File: src/rtl/sha256_msg_padder.sv
// SHA-256 message padder: streams a fixed-length message out of word-addressed
// memory, appends 0x80000000, zero fill and the 64-bit bit length, and hands
// complete 512-bit blocks to the compression stage over valid/ready.
module sha256_msg_padder #(
  parameter int NUM_OF_WORDS = 20
) (
  input  logic         clk,
  input  logic         reset_n,
  input  logic         start,
  input  logic [15:0]  message_addr,
  output logic         mem_clk,
  output logic         mem_we,
  output logic [15:0]  mem_addr,
  input  logic [31:0]  mem_read_data,
  output logic         blk_valid,
  input  logic         blk_ready,
  output logic [511:0] blk_data,
  output logic         blk_last,
  output logic         busy,
  output logic         done
);

  localparam int          NBLK      = (NUM_OF_WORDS + 2) / 16 + 1;
  localparam logic [63:0] LEN       = 64'(NUM_OF_WORDS) * 64'd32;
  localparam logic [15:0] NWORDS    = 16'(NUM_OF_WORDS);
  localparam logic [15:0] LAST_BASE = 16'((NBLK - 1) * 16);
  localparam logic [15:0] P_LEN_HI  = 16'(NBLK * 16 - 2);
  localparam logic [15:0] P_LEN_LO  = 16'(NBLK * 16 - 1);

  typedef enum logic [2:0] {IDLE, FETCH, FILL, OFFER, FIN} state_t;

  state_t      state, state_nx;
  logic [15:0] base_addr;   // latched message_addr
  logic [15:0] rd_idx;      // message words issued so far
  logic [4:0]  issued;      // words issued into the current block
  logic [3:0]  wr_slot;     // next block slot to be written
  logic        pend;        // a read issued last cycle returns this cycle
  logic [15:0] blk_base;    // padded-stream index of slot 0
  logic [31:0] words [16];

  logic        issue_en;
  logic        is_last;
  logic [15:0] pad_pos;
  logic [31:0] pad_word;

  assign mem_clk   = clk;
  assign mem_we    = 1'b0;
  assign mem_addr  = base_addr + rd_idx;
  assign issue_en  = (state == FETCH) && (issued < 5'd16) && (rd_idx < NWORDS);
  assign is_last   = (blk_base == LAST_BASE);
  assign blk_valid = (state == OFFER);
  assign blk_last  = (state == OFFER) && is_last;
  assign busy      = (state == FETCH) || (state == FILL) || (state == OFFER);
  assign done      = (state == FIN);
  assign pad_pos   = blk_base + {12'd0, wr_slot};

  // Padding word for the slot being filled, chosen by its stream position.
  // NOTE: every always_comb output gets a default first so no path can infer a latch.
  always_comb begin
    pad_word = 32'h0;
    if (pad_pos == NWORDS)        pad_word = 32'h8000_0000;
    else if (pad_pos == P_LEN_HI) pad_word = LEN[63:32];
    else if (pad_pos == P_LEN_LO) pad_word = LEN[31:0];
  end

  // Flatten the slot array: word 0 in the top 32 bits.
  always_comb begin
    blk_data = '0;
    for (int i = 0; i < 16; i++) blk_data[511 - 32*i -: 32] = words[i];
  end

  // State register with synchronous reset.
  // NOTE: sequential state uses non-blocking assignments so all flops update together.
  always_ff @(posedge clk) begin
    if (!reset_n) state <= IDLE;
    else          state <= state_nx;
  end

  // Next-state logic.
  always_comb begin
    state_nx = state;
    unique case (state)
      IDLE:  if (start) state_nx = FETCH;
      FETCH: if (!issue_en && pend) state_nx = (wr_slot == 4'd15) ? OFFER : FILL;
      FILL:  if (wr_slot == 4'd15) state_nx = OFFER;
      OFFER: if (blk_ready) begin
               if (is_last)              state_nx = FIN;
               else if (rd_idx < NWORDS) state_nx = FETCH;
               else                      state_nx = FILL;
             end
      FIN:   state_nx = IDLE;
      default: state_nx = IDLE;
    endcase
  end

  // Datapath: address counters, read pipeline tracking and block slot writes.
  // NOTE: the slot array is reset because blk_data has a defined reset value of zero.
  always_ff @(posedge clk) begin
    if (!reset_n) begin
      base_addr <= '0;
      rd_idx    <= '0;
      issued    <= '0;
      wr_slot   <= '0;
      pend      <= 1'b0;
      blk_base  <= '0;
      for (int i = 0; i < 16; i++) words[i] <= '0;
    end else begin
      unique case (state)
        IDLE: if (start) begin
          base_addr <= message_addr;
          rd_idx    <= '0;
          issued    <= '0;
          wr_slot   <= '0;
          pend      <= 1'b0;
          blk_base  <= '0;
          for (int i = 0; i < 16; i++) words[i] <= '0;
        end
        FETCH: begin
          pend <= issue_en;
          if (issue_en) begin
            rd_idx <= rd_idx + 16'd1;
            issued <= issued + 5'd1;
          end
          if (pend) begin
            words[wr_slot] <= mem_read_data;
            wr_slot        <= wr_slot + 4'd1;
          end
        end
        FILL: begin
          words[wr_slot] <= pad_word;
          wr_slot        <= wr_slot + 4'd1;
        end
        OFFER: if (blk_ready && !is_last) begin
          blk_base <= blk_base + 16'd16;
          wr_slot  <= '0;
          issued   <= '0;
          for (int i = 0; i < 16; i++) words[i] <= '0;
        end
        default: ;
      endcase
    end
  end

endmodule

File: config.mk
export PLATFORM = sky130hd
export DESIGN_NAME = sha256_msg_padder
export DESIGN_NICKNAME = d
export VERILOG_FILES = /design/src/rtl/sha256_msg_padder.sv
export SDC_FILE = /design/constraint.sdc
export NUM_CORES = 1
export LEC_CHECK = 0
export BUFFER_PORTS_ARGS = -buffer_cell sky130_fd_sc_hd__buf_2
export CORE_AREA = 2 2 225 227
export DETAILED_ROUTE_END_ITERATION = 8
export DIE_AREA = 0 0 227 229
export MAX_ROUTING_LAYER = met4
export PLACE_DENSITY = 0.72
export SKIP_CTS_REPAIR_TIMING = 1
export SYNTH_ARGS = -nofsm -noshare
export SYNTH_HDL_FRONTEND = slang
export SYNTH_SLANG_ARGS = --single-unit
File: constraint.sdc
create_clock -name clk -period 3.38 [get_ports clk]
set_clock_uncertainty 0.15 [all_clocks]
set_input_delay 0.338 -clock clk [delete_from_list [all_inputs] [get_ports clk]]
set_output_delay 0.338 -clock clk [all_outputs]
set_load 0.05 [all_outputs]
Word-level counts from Yosys, hierarchy flattened --
Memories as Yosys holds them, arrays and structs flattened. Index checks and enable logic that the tools add are counted.
Word-level totals: bits in registers 61, RAM bits 512, input bits 52, output and inout bits 534, word-level logic and storage cells 165, memories 1
Memory list:
- words | depth 16, bits a word 32, rd ports 16, clocked after Yosys merged registers in 0, wr ports 16, line 39 | logic [31:0] words [16];
Operators by class: $add $sub $neg 6, order comparisons 2, equal/unequal tests 16, mux-type cells 78, bitwise logic cells 33, reduce and logical (&&, ||, !) cells 22
Operators with widths (count):
- two-way mux 32 bit | 35
- == test 16 x 5 -> 1 bit, second input constant | 4
- case mux 16 bit (2 select lines) | 2
- two-way mux 16 bit | 3
- OR 1 bit | 33
- OR reduction 32 bit | 1
- two-way mux 10 bit | 2
- two-way mux 1 bit | 19
- adder 16 x 1 -> 16 bit, second input constant | 1
- adder 16 bit | 1
- adder 16 x 4 -> 16 bit | 1
- adder 16 x 5 -> 16 bit, second input constant | 1
- less-than comparator 16 x 5 -> 1 bit, second input constant | 1
- two-way mux 4 bit | 4
- case mux 4 bit (4 select lines) | 1
- two-way mux 3 bit | 5
- two-way mux 5 bit | 3
- case mux 5 bit (3 select lines) | 1
- case mux 3 bit (4 select lines) | 1
- AND reduction 4 bit | 3
- inequality test 2 x 1 -> 1 bit, second input constant | 4
- == test 3 x 2 -> 1 bit, second input constant | 2
- inequality test 2 bit, second input constant | 3
- AND reduction 3 bit | 2
- other kinds (16) | 24

Depth between registers and ports, before layout --
Gate-level depths: netlist of run 1.
depth after elaboration 9, mapped depth 9, mapped depth without buffers 9

==> impl_metrics.env, run 1 <==
export IMPL_layout_cells_most_common="sky130_fd_sc_hd__buf_2"
export IMPL_worst_r2r_setup_slack_ns=0.50
export IMPL_yosys_warnings=0
export IMPL_worst_path_arrival_ns=2.81
export IMPL_setup_worst_path_end_class="output pin"
export IMPL_finalInstanceArea_sq_um=27400
export IMPL_tritoncts="done"
export IMPL_vias_in_the_first_global_route=14500
export IMPL_crit_path_max_fanout=5
export IMPL_max_freq_mhz=303
export IMPL_route_antenna_remaining_nets=0
export IMPL_overall_track_demand_over_capacity_in_global_routing_pct=26.9
export IMPL_io_buffer_count=584
export IMPL_peakVddDrop_mv=0.584
export IMPL_totalPowerFinal_mw=23.7
export IMPL_synth_compound_area_share_pct=3.08
export IMPL_synth_xor_area_share_pct=1.11
export IMPL_ys_ff_latch=569
export IMPL_synth_adder_area_share_pct=1.50
export IMPL_grt_first_pass_wirelength_um=98500
export IMPL_timing_worst_slew_pin_value_ns=0.835
export IMPL_synthSimpleGateAreaFrac_pct=14.4
export IMPL_number_of_antenna_violations_at_the_first_check_in_global_routing=2
export IMPL_seq_power_share_pct=40.8
export IMPL_final_layout_size_suffix_gt1_share_pct=34.7
export IMPL_worstRegToRegCells=6
export IMPL_finalHoldViolations=11
export IMPL_timing_rr_start="blk_base[4]"
export IMPL_area_of_the_die_sq_um=52000
export IMPL_ys_flop_type="sky130_fd_sc_hd__edfxtp_1"
export IMPL_postSynthNetCount=1656
export IMPL_route_final_wire_length_um=69800
export IMPL_synth_cells=1579
export IMPL_first_iter_violations=1813
export IMPL_netlist_area_sq_um=21300
export IMPL_vias_per_cell=5.31
export IMPL_p_int_mw=13.9
export IMPL_critical_path_class="flop to output pin"
export IMPL_synth_seq_area_share_pct=77.6
export IMPL_drt_pass1_iterations=8
export IMPL_worst_setup_path_endpoint="mem_addr[12]"
export IMPL_netSwitchingFraction_pct=41.2
export IMPL_dp_worst_setup_slack_ns=0.491
export IMPL_overflow_after_grt=0
export IMPL_crit_path_start="rd_idx[0]"
export IMPL_grt_use_met1_pct=32.8
export IMPL_violations_in_the_final_reports="hold timing"
export IMPL_cap_viol_max_count=0
export IMPL_synth_mux_area_share_pct=0.0470
export IMPL_place_area_sq_um=25200
export IMPL_grt_util_met2_pct=44.5
export IMPL_synth_enable_flop_cells=512
export IMPL_route_vias_total=15500
export IMPL_hold_path_class="input pin to flop"
export IMPL_worst_case_headroom_to_the_max_slew_limit_pct=44.3
export IMPL_core_area_sq_um=49700
export IMPL_pin_count_of_the_biggest_net_entering_global_routing=33
export IMPL_finalSetupViolations=0
export IMPL_std_cell_rows=82
export IMPL_cp_required_ns=2.89
export IMPL_total_leakage_power_nw=12.0
export IMPL_critical_path_startpoint_type="flop"
export IMPL_clock_slew_at_the_register_clock_pins_of_the_worst_setup_and_hold_paths_ns=0.06
export IMPL_dieHeight_um=229
export IMPL_post_route_min_period_ns=3.30
export IMPL_yosysUniqueCellTypes=64
export IMPL_dp_hpwl_um=47400
export IMPL_io_pins=586
export IMPL_syn_area_per_cell_sq_um=13.5
export IMPL_power_density_nw_per_um2=865
export IMPL_nNetsFinal=2290
export IMPL_hold_slack_ns=-0.0484
export IMPL_layout_common_cells="sky130_fd_sc_hd__buf_2 (580), sky130_fd_sc_hd__nor2_1 (546), sky130_fd_sc_hd__edfxtp_1 (512), sky130_fd_sc_hd__nand2_1 (96), sky130_fd_sc_hd__buf_4 (74)"
export IMPL_globalRoute_busiestLayer="met2"
export IMPL_combinational_family_with_the_most_area_after_synthesis="simple AND/OR/NAND/NOR gates"
export IMPL_final_setup_worst_slack_ns=0.0811
export IMPL_power_combinational_fraction_pct=33.1
export IMPL_area_growth_pct=28.6
export IMPL_gp_routability_congestion=0.945
export IMPL_net_switching_power_mw=9.75
export IMPL_grt_met3_usage_pct=5.35
export IMPL_finalCritPeriodShare_pct=97.6
export IMPL_chipWidth_um=227
export IMPL_wl_per_cell_um=23.9
export IMPL_maxSlewViolCount=0
export IMPL_clockPowerShare_pct=26.1
export IMPL_final_core_occ_pct=55.1
export IMPL_starting_density_of_the_core_pct=42.9
export IMPL_outcome="finished with violations"
export IMPL_synth_async_reset_ratio_pct=0
export IMPL_route_detailed_drc=0
export IMPL_worst_r2r_endpoint="words[3][10]"
export IMPL_clock_latency_late_sink_ns=0.71
export IMPL_fillCellCount=4049
## metal layers
| metal | up-vias | part of all wire, % |
|---|---|---|
| met4 | 0 | 4.0 |
| met1 | 7598 | 36 |
| li1 | 6729 | - |
| met3 | 168 | 10 |
| met2 | 1024 | 50 |
| met5 | - | 0 |
## cell type report
cell class / instances / area, sq um / share of cell area (%)
Sequential cell: 569 / 16500 / 60.4
Multi-Input combinational cell: 889 / 4420 / 16.2
Timing Repair Buffer: 680 / 3730 / 13.6
Clock buffer: 77 / 1580 / 5.75
Tap cell: 672 / 841 / 3.07
Clock inverter: 22 / 224 / 0.818
Inverter: 14 / 52.6 / 0.192
Antenna cell: 2 / 5.00 / 0.0183
## flip-flops by register name, summed over array words and instances (netlist names)
signal and cells:
rd_idx 16, blk_base 12, issued 5, state 3, wr_slot 4, words 512, base_addr 16, pend 1
## per-stage QoR
| stage | hold WS (ns) | cells | setup TNS, ns |
|---|---|---|---|
| 6_report | -0.0484 | 2925 | 0 |
| 3_3_place_gp | 0.305 | 2796 | 0 |
| 5_1_grt | 0.00449 | 2925 | -0.0640 |
| 2_1_floorplan | 0.298 | 1579 | 0 |
| 3_5_place_dp | 0.317 | 2796 | 0 |
| 4_1_cts | -0.303 | 2894 | -0.803 |
## synth_stat cells (2+ instances only)
cell	number	share of area, %
sky130_fd_sc_hd__or2_2	2	0.059
sky130_fd_sc_hd__nor3_1	6	0.14
sky130_fd_sc_hd__nand4_1	10	0.29
sky130_fd_sc_hd__o2111ai_1	3	0.12
sky130_fd_sc_hd__edfxtp_1	512	72
sky130_fd_sc_hd__or4_1	2	0.070
sky130_fd_sc_hd__buf_1	3	0.053
sky130_fd_sc_hd__xor2_1	16	0.66
sky130_fd_sc_hd__inv_1	14	0.25
sky130_fd_sc_hd__and3_1	16	0.47
sky130_fd_sc_hd__a21oi_2	5	0.21
sky130_fd_sc_hd__ha_1	24	1.4
sky130_fd_sc_hd__buf_2	8	0.19
sky130_fd_sc_hd__a21o_1	7	0.25
sky130_fd_sc_hd__and2_1	4	0.12
sky130_fd_sc_hd__o21ai_0	13	0.31
sky130_fd_sc_hd__nor4_1	2	0.059
sky130_fd_sc_hd__a31oi_1	2	0.059
sky130_fd_sc_hd__o211ai_1	2	0.070
sky130_fd_sc_hd__nor4_2	2	0.12
sky130_fd_sc_hd__nand3b_1	5	0.18
sky130_fd_sc_hd__dfxtp_1	57	5.4
sky130_fd_sc_hd__nand2b_1	5	0.15
sky130_fd_sc_hd__a21boi_0	17	0.60
sky130_fd_sc_hd__clkbuf_1	92	1.6
sky130_fd_sc_hd__nor2_1	548	9.7
sky130_fd_sc_hd__nand2_1	101	1.8
sky130_fd_sc_hd__a211oi_1	2	0.070
sky130_fd_sc_hd__a21oi_1	16	0.38
sky130_fd_sc_hd__nor4b_1	2	0.082
sky130_fd_sc_hd__o31a_1	3	0.12
sky130_fd_sc_hd__a2111oi_0	2	0.082
sky130_fd_sc_hd__xnor2_1	11	0.45
sky130_fd_sc_hd__nor2b_1	5	0.15
sky130_fd_sc_hd__nand3_1	22	0.52
sky130_fd_sc_hd__or3_1	5	0.15
sky130_fd_sc_hd__o21a_1	3	0.11
sky130_fd_sc_hd__buf_4	3	0.11
sky130_fd_sc_hd__or4_4	2	0.11
## worst min-delay path by stage
stage	from	endpoint	slack, ns	cells past startpoint
finish	mem_read_data[22]	words[0][22]	-0.05	3
detailed placement	base_addr[2]	base_addr[2]	0.32	2
floorplan	base_addr[0]	base_addr[0]	0.30	2
global placement	base_addr[8]	base_addr[8]	0.31	2
global route	mem_read_data[22]	words[0][22]	0.004	3
CTS	message_addr[6]	base_addr[6]	-0.30	3
## kinds of logic (layout without fill, tap and decap cells)
| logic type | count (synthesis) | in the layout |
|---|---|---|
| buffers and inverters | 121 | 793 |
| AO/OA/AOI/OAI | 90 | 90 |
| other | 1 | 3 |
| XOR/XNOR | 27 | 27 |
| multiplexers | 1 | 1 |
| adder cells (fa/ha/maj) | 25 | 25 |
| flip-flops | 569 | 569 |
| AND/OR/NAND/NOR | 745 | 745 |
## power by group through the flow
stage	clock, mW	sequential [mW]	combinational [mW]
2_1_floorplan	0.0638	14.0	1.27
3_3_place_gp	0.0564	9.74	7.75
5_1_grt	6.52	9.77	8.07
3_5_place_dp	0.0564	9.77	7.79
4_1_cts	6.26	9.65	7.81
6_report	6.19	9.66	7.84
## critical path, cell delays in order, from the launching register on
cell and delay (ns):
sky130_fd_sc_hd__dfxtp_4 0.39, sky130_fd_sc_hd__ha_4 0.15, sky130_fd_sc_hd__inv_2 0.04, sky130_fd_sc_hd__fa_2 0.41
sky130_fd_sc_hd__nor2b_4 0.15, sky130_fd_sc_hd__o31a_1 0.20, sky130_fd_sc_hd__o21ai_2 0.08, sky130_fd_sc_hd__o2111ai_2 0.19
sky130_fd_sc_hd__a21oi_2 0.09, sky130_fd_sc_hd__xnor2_1 0.18, sky130_fd_sc_hd__buf_4 0.22
Note: power is estimated with default switching activity, not from simulation.
==> inputs of run 2 (changes only) <==
--- a/config.mk
+++ b/config.mk
@@ -9,7 +9,6 @@
 export CORE_AREA = 2 2 225 227
 export DETAILED_ROUTE_END_ITERATION = 8
 export DIE_AREA = 0 0 227 229
-export MAX_ROUTING_LAYER = met4
 export PLACE_DENSITY = 0.72
 export SKIP_CTS_REPAIR_TIMING = 1
 export SYNTH_ARGS = -nofsm -noshare
==> impl_metrics.env, run 2 (same netlist as run 1, synthesis figures left out) <==
export IMPL_clock_latency_late_sink_ns=0.71
export IMPL_hold_slack_ns=-0.0472
export IMPL_largest_registers="words x512, base_addr x16, rd_idx x16"
export IMPL_violations_in_the_final_reports="hold timing"
export IMPL_regMostFlops="words"
export IMPL_io_pins=586
export IMPL_pin_count_of_the_biggest_net_entering_global_routing=33
export IMPL_largest_register_ff_count=512
export IMPL_worst_r2r_setup_slack_ns=0.50
export IMPL_crit_path_top_delay_cell="sky130_fd_sc_hd__fa_2"
export IMPL_total_leakage_power_nw=12.0
export IMPL_area_growth_pct=28.6
export IMPL_layout_cells_most_common="sky130_fd_sc_hd__buf_2"
export IMPL_finalHoldViolations=14
export IMPL_max_freq_mhz=303
export IMPL_tritoncts="done"
export IMPL_crit_path_max_fanout=5
export IMPL_timing_worst_slew_pin_value_ns=0.822
export IMPL_critical_path_class="flop to output pin"
export IMPL_peakVddDrop_mv=0.585
export IMPL_core_area_sq_um=49700
export IMPL_grt_first_pass_wirelength_um=98300
export IMPL_final_layout_size_suffix_gt1_share_pct=34.7
export IMPL_vias_in_the_first_global_route=14500
export IMPL_critPathMaxStageDelay_ns=0.41
export IMPL_post_route_min_period_ns=3.30
export IMPL_dp_hpwl_um=47400
export IMPL_setup_worst_path_end_class="output pin"
export IMPL_route_antenna_remaining_nets=0
export IMPL_area_of_combinational_cells_with_multiple_inputs_sq_um=4420
export IMPL_number_of_antenna_violations_at_the_first_check_in_global_routing=2
export IMPL_chipWidth_um=227
export IMPL_starting_density_of_the_core_pct=42.9
export IMPL_worst_case_headroom_to_the_max_slew_limit_pct=45.0
export IMPL_route_final_wire_length_um=69900
export IMPL_area_of_the_die_sq_um=52000
export IMPL_finalSetupViolations=0
export IMPL_nNetsFinal=2290
export IMPL_cpLargestDelayFamily="adder cells"
export IMPL_power_density_nw_per_um2=865
export IMPL_finalCritPeriodShare_pct=97.5
export IMPL_overall_track_demand_over_capacity_in_global_routing_pct=26.1
export IMPL_dieHeight_um=229
export IMPL_gp_routability_congestion=0.928
export IMPL_vias_per_cell=5.30
export IMPL_cap_viol_max_count=0
export IMPL_cp_required_ns=2.89
export IMPL_std_cell_rows=82
export IMPL_totalPowerFinal_mw=23.7
export IMPL_hold_path_class="input pin to flop"
export IMPL_place_area_sq_um=25200
export IMPL_first_iter_violations=1887
export IMPL_maxSlewViolCount=0
export IMPL_outcome="finished with violations"
export IMPL_register_area_sq_um=16500
export IMPL_cp_cell_sequence="ha_4 -> inv_2 -> fa_2 -> nor2b_4 -> o31a_1 -> o21ai_2 -> o2111ai_2 -> a21oi_2 -> xnor2_1 -> buf_4"
export IMPL_finalInstanceArea_sq_um=27400
export IMPL_wl_per_cell_um=23.9
export IMPL_worst_path_buf_inv=2
export IMPL_clock_slew_at_the_register_clock_pins_of_the_worst_setup_and_hold_paths_ns=0.06
export IMPL_fillCellCount=4049
export IMPL_route_vias_total=15500
export IMPL_io_buffer_count=584
export IMPL_drt_pass1_iterations=7
export IMPL_critical_path_startpoint_type="flop"
export IMPL_overflow_after_grt=0
export IMPL_route_detailed_drc=0
export IMPL_worst_path_arrival_ns=2.81
export IMPL_layout_common_cells="sky130_fd_sc_hd__buf_2 (580), sky130_fd_sc_hd__nor2_1 (546), sky130_fd_sc_hd__edfxtp_1 (512), sky130_fd_sc_hd__nand2_1 (96), sky130_fd_sc_hd__buf_4 (74)"
-- run 2: cell counts in the layout (fill, tap and decap cells not counted) --
No cell type changed its count.
-- run 2: path summary, 6_finish.rpt --
path	from	end	depth (start not counted)
setup reg to reg	blk_base[4]	words[3][10]	6
hold reg to reg	base_addr[15]	base_addr[15]	2
setup / recovery	rd_idx[0]	mem_addr[12]	10
hold / removal	mem_read_data[22]	words[0][22]	3
-- run 2: worst min-delay path: cells and delay by family --
family	cells	cell delay, ns
buffers and inverters	1	0.08
AND/OR/NAND/NOR	2	0.29
-- run 2: per-layer routing --
metal | share of wire (%) | GRT usage (%)
met2 | 51 | 44.9
met5 | 0 | 0
met3 | 10 | 5.18
met1 | 36 | 32.8
met4 | 3.4 | 9.13
-- run 2: power breakdown --
group | internal (mW) | leakage, nW | switching (mW) | total (mW)
registers | 9.18 | 6.05 | 0.479 | 9.66
logic | 1.25 | 5.08 | 6.59 | 7.84
clock network | 3.49 | 0.876 | 2.69 | 6.18
-- run 2: metrics by stage --
stage	TNS (ns)	hold slack, ns	utilization, %	setup slack [ns]	instances
after floorplan	0	0.298	-	0.124	1579
after global routing	-0.0631	0.00475	55.1	-0.0316	2925
after CTS	-0.803	-0.303	54.3	-0.294	2894
after detailed placement	0	0.317	50.7	0.491	2796
final	0	-0.0472	55.1	0.0846	2925
after global placement	0	0.305	50.7	0.532	2796
-- run 2: final cells by class --
cell class	count	share of cell area (%)
Clock inverter	22	0.818
Tap cell	672	3.07
Antenna cell	2	0.0183
Inverter	14	0.192
Sequential cell	569	60.4
Timing Repair Buffer	680	13.6
Multi-Input combinational cell	889	16.2
Clock buffer	77	5.75
